===== src/rtl/regfile_mp.sv =====
// Multi-port register file with write bypass and a busy scoreboard for the MIPS issue stage.
// Register 0 always reads as zero and is never busy. NBUSY is the registered count of busy registers.

module regfile_mp_rd #(
  parameter int DW    = 32,
  parameter int AW    = 5,
  parameter int DEPTH = 32
) (
  input  logic [AW-1:0]              ra,
  input  logic                       we_a,
  input  logic [AW-1:0]              wa_a,
  input  logic [DW-1:0]              wd_a,
  input  logic                       we_b,
  input  logic [AW-1:0]              wa_b,
  input  logic [DW-1:0]              wd_b,
  input  logic [DEPTH-1:0][DW-1:0]   rf,
  input  logic [DEPTH-1:0]           busy,
  output logic [DW-1:0]              rd,
  output logic                       rbusy
);
  logic hit_a, hit_b;

  assign hit_a = we_a && (wa_a == ra);
  assign hit_b = we_b && (wa_b == ra);

  always_comb begin
    rd    = '0;
    rbusy = 1'b0;
    if (ra != '0) begin
      if (hit_b)      rd = wd_b;
      else if (hit_a) rd = wd_a;
      else            rd = rf[ra];
      // A write landing this cycle retires the producer, so the consumer need not stall.
      rbusy = busy[ra] && !(hit_a || hit_b);
    end
  end
endmodule

module regfile_mp #(
  parameter int DW = 32,
  parameter int AW = 5,
  parameter int NR = 3
) (
  input  logic             CLK,
  input  logic             RST_N,
  input  logic             WE_A,
  input  logic [AW-1:0]    WA_A,
  input  logic [DW-1:0]    WD_A,
  input  logic             WE_B,
  input  logic [AW-1:0]    WA_B,
  input  logic [DW-1:0]    WD_B,
  input  logic [NR*AW-1:0] RA,
  output logic [NR*DW-1:0] RD,
  output logic [NR-1:0]    RBUSY,
  input  logic             ISS_EN,
  input  logic [AW-1:0]    ISS_A,
  output logic [AW:0]      NBUSY
);
  localparam int DEPTH = 2**AW;

  logic [DEPTH-1:0][DW-1:0] rf;
  logic [DEPTH-1:0]         busy, busy_nxt;
  logic [DEPTH-1:0]         hit_a, hit_b, hit_iss;
  logic [AW:0]              cnt_nxt;

  always_comb begin
    hit_a   = '0;
    hit_b   = '0;
    hit_iss = '0;
    for (int n = 1; n < DEPTH; n++) begin
      hit_a[n]   = WE_A   && (WA_A  == AW'(n));
      hit_b[n]   = WE_B   && (WA_B  == AW'(n));
      hit_iss[n] = ISS_EN && (ISS_A == AW'(n));
    end
  end

  // Issue beats writeback on the same register: the new producer owns it.
  always_comb begin
    busy_nxt = '0;
    for (int n = 1; n < DEPTH; n++)
      busy_nxt[n] = hit_iss[n] | (busy[n] & ~(hit_a[n] | hit_b[n]));
  end

  always_comb begin
    cnt_nxt = '0;
    for (int n = 0; n < DEPTH; n++)
      cnt_nxt = cnt_nxt + {{AW{1'b0}}, busy_nxt[n]};
  end

  always_ff @(posedge CLK or negedge RST_N) begin
    if (!RST_N) begin
      rf    <= '0;
      busy  <= '0;
      NBUSY <= '0;
    end else begin
      for (int n = 0; n < DEPTH; n++) begin
        if (hit_b[n])      rf[n] <= WD_B;
        else if (hit_a[n]) rf[n] <= WD_A;
      end
      busy  <= busy_nxt;
      NBUSY <= cnt_nxt;
    end
  end

  genvar i;
  generate
    for (i = 0; i < NR; i++) begin : g_rd
      regfile_mp_rd #(.DW(DW), .AW(AW), .DEPTH(DEPTH)) u_rd (
        .ra    (RA[i*AW +: AW]),
        .we_a  (WE_A),
        .wa_a  (WA_A),
        .wd_a  (WD_A),
        .we_b  (WE_B),
        .wa_b  (WA_B),
        .wd_b  (WD_B),
        .rf    (rf),
        .busy  (busy),
        .rd    (RD[i*DW +: DW]),
        .rbusy (RBUSY[i])
      );
    end
  endgenerate
endmodule


===== config.mk =====
export PLATFORM = sky130hd
export DESIGN_NAME = regfile_mp
export DESIGN_NICKNAME = d
export VERILOG_FILES = /design/src/rtl/regfile_mp.sv
export SDC_FILE = /design/constraint.sdc
export NUM_CORES = 2
export LEC_CHECK = 0
export CAP_MARGIN = 10
export CORE_ASPECT_RATIO = 1.4
export CORE_MARGIN = 3
export CORE_UTILIZATION = 35
export CTS_CLUSTER_DIAMETER = 30
export DETAILED_ROUTE_END_ITERATION = 16
export PLACE_DENSITY = 0.56
export SLEW_MARGIN = 20
export SYNTH_ARGS = -nofsm -noshare
export SYNTH_HDL_FRONTEND = slang
export SYNTH_HIERARCHICAL = 1
export SYNTH_SLANG_ARGS = --single-unit

===== constraint.sdc =====
create_clock -name CLK -period 13.7 [get_ports CLK]
set_input_delay 2.055 -clock CLK [delete_from_list [all_inputs] [get_ports CLK]]
set_output_delay 2.055 -clock CLK [all_outputs]
set_load 0.02 [all_outputs]

==> metrics.txt <==
Worst-path clk slew 0.05 ns; max cap viols 0; post-synth top area share between 30% and 40%; design area between 80000 and 90000 µm²; FF+latch count, synth approximately 1000; Residual DRC 0; gr busiest metal met2; Detailed Route Iter0 Violations 13600; area delta synth->final 15.7%; Sw Ratio 34.9%; synth warn 6; Seq. cell area 25700 µm²; total power per unit cell area ~170 nW/µm²; CP Class in -> out; routed vias 77800; GRT Util Overall 37.3%; global-route wire length before repair 585000 µm; RSZ-0062 raised after global routing false; Critical R2R Launch busy[28]; worst-path fanout max 38; most frequent cells in the layout nand2_1, dfrtp_1, nor2_1; synthesized area approximately 76000 µm²; maximum number of pins on one net before global-route repair roughly 160; r2r worst-path depth 18; ranking of synthesized cells by area dfrtp_1, mux4_2, mux2i_1; CTS Buf Count 226; initial antenna violation count 39; Die Wd between 300 and 400 µm; most frequent CP cell buf_4; maximum clock insertion buffer count 4; met2 Resource Use GR 52.0%; post_cts resized 0; EDFF count, synth 0; crit path max-delay cell type or3_2; Skew-Pair Late Insertion Delay 0.88 ns; Post-synth ARST share between 90% and 100%; reg-to-reg slack, setup about 8.3 ns; Slew Limit Fails 0; Die Ht 557 µm; die area ~220000 µm²; number of detailed-route iterations in the first pass 13; H-tree Lvls 4; CP Data Required Time roughly 12 ns; element type at the critical path start primary input; Critical Path, Cell by Cell buf_6, buf_4, or3_1, buf_4, or3_2, o21ai_0, a221oi_2, clkdlybuf4s50_1; Core ar. 215000 µm²; Buffers on Ports 203; Logic pwr share 29.7%; Setup Fix Bufs, Post-CTS 0; final worst-path cycle share 67.6%; LEAKAGE 0.0366 µW; grt total ovfl 0; critical path startpoint RA[8]; CP endpoint kind primary output; outcome completed; # fillers between 20000 and 25000; final hold vios 0; most common cell after layout, fill and taps aside nand2_1; drt total wl 428000 µm; # setup viols final 0; Synth area leader dfrtp_1; Max stage delay on crit path 1.09 ns; met3 Resource Use GR 15.2%; Netlist cell types 67; f_max 108 MHz; CP delay by family, top buffers and inverters; Vias per Instance roughly 7; clk_skew around 0.032 ns; r2r endpoint NBUSY[4]; GR Util met1 43.3%; Boundary Pins 204; Sink Count 1029; Pint 9840 µW; Critical Path End RD[49]; fin crit period ~9.3 ns; worst hold path type reg -> reg; Avg WL per Cell 38.4 µm; buffers plus inverters on the worst setup path 4; critical path depth in cells 8; CP Data Arrival Time 7.21 ns; share of cells above drive strength 1 16.8%; synthesized instance count 8296; register area share after synthesis 33.9%; Clk pwr share 38.5%; sequential share of power about a third; vias in the first global route 73600; Slew @ Worst Pin 1.27 ns; DP Area 79900 µm²; Final GP Congestion 0.977; Synth Area per Inst 9.16 µm²; TritonCTS clock tree done; clock root buffer clkbuf_16; Psw 5270 µW; dpl hpwl ~250000 µm; number of routed nets with antenna violations 0; Cell Rows 201; ys flop type dfrtp_1; relative slew slack 15.2%; starting density of the core 35.3%; # nets final 8221; maximum vdd drop 0.225 mV; TNS Setup 0 ns; Hold Buf Count CTS 0; multi-input gate area in the final layout about 46000 µm²
-- worst reg2reg max path, cell delays in order (launching register included) --
cell     delay (ns)
dfrtp_1        0.45
a32o_1         0.29
fa_1           0.51
inv_1          0.07
fa_1           0.51
inv_1          0.06
fa_1           0.50
inv_1          0.06
fa_1           0.48
fa_1           0.50
inv_1          0.05
fa_1           0.47
inv_1          0.05
fa_1           0.40
fa_1           0.47
inv_1          0.09
a21o_1         0.11
a21oi_1        0.07
xnor2_1        0.14
-- final cells by class --
cell class	count	area share, %
multi-input cells	6242	52.2
flip-flops and latches	1029	29.3
clock buffers	266	6.94
repair buffers	482	4.88
well taps	2842	4.05
clock inverters	141	2.07
inverters	111	0.474
diodes	29	0.0826
-- state kept, by name, summed over array words and instances, names as in the netlist --
signal,flops
busy,31
NBUSY,6
rf,992
-- routing by layer --
layer,share of wire [%],vias to the layer above
met4,11,36
met1,33,37900
met3,15,2397
met2,41,7357
met5,0.11,-
li1,-,30100
-- worst min path at each step --
| stage | start | end | slack [ns] | cells after the start |
|---|---|---|---|---|
| 3_5_place_dp | busy[25] | busy[25] | 0.56 | 1 |
| 6_report | rf[945] | rf[945] | 0.57 | 2 |
| 2_1_floorplan | busy[25] | busy[25] | 0.52 | 1 |
| 5_1_grt | rf[1007] | rf[1007] | 0.59 | 2 |
| 3_3_place_gp | busy[25] | busy[25] | 0.55 | 1 |
| 4_1_cts | rf[982] | rf[982] | 0.57 | 2 |
-- power by group through the flow --
stage,Combinational [µW],Sequential (µW),Clock (µW)
6_report,4480,4820,5810
5_1_grt,4820,4890,5940
4_1_cts,4420,4750,5810
3_5_place_dp,4410,4780,0
3_3_place_gp,4400,4720,0
2_1_floorplan,3190,4480,0
-- synthesized netlist by cell type (all sizes together) (13+ instances only) --
cell     count
nand2     1668
dfrtp     1029
nor2       908
mux2i      781
clkbuf     700
a31oi      672
mux4       492
buf        312
o21ai      303
a21oi      223
a221oi     210
a22oi      173
inv        111
o221ai      96
o22ai       96
a211oi      90
a22o        63
and2        49
o32ai       39
a2111oi     27
a21boi      27
fa          23
xnor2       21
nor2b       19
o2111ai     18
a32o        13
a32oi       13
-- kinds of logic after synthesis --
| logic type | Yosys count | synth area share (%) |
|---|---|---|
| xor+xnor | 33 | 0.381 |
| compound gates | 2077 | 18.8 |
| fa+ha+maj | 30 | 0.722 |
| buf+inv | 1123 | 6.95 |
| other cells | 1 | 0.00494 |
| flops | 1029 | 33.9 |
| simple gates | 2718 | 14.1 |
| mux | 1285 | 25.1 |
-- through the flow --
step                hold WS (ns)  setup WS [ns]  total power, µW  utilization, %  instances
finish                     0.569           4.43            15100            40.9      11100
global route               0.592           4.55            15700            40.8      11100
CTS                        0.569           4.82            15000            40.8      11100
detailed placement         0.559           3.97             9190            37.1      10700
global placement           0.546           3.84             9120            37.1      10700
floorplan                  0.517           6.08             7670               -       8394
Power figures use the tool's default switching activity.
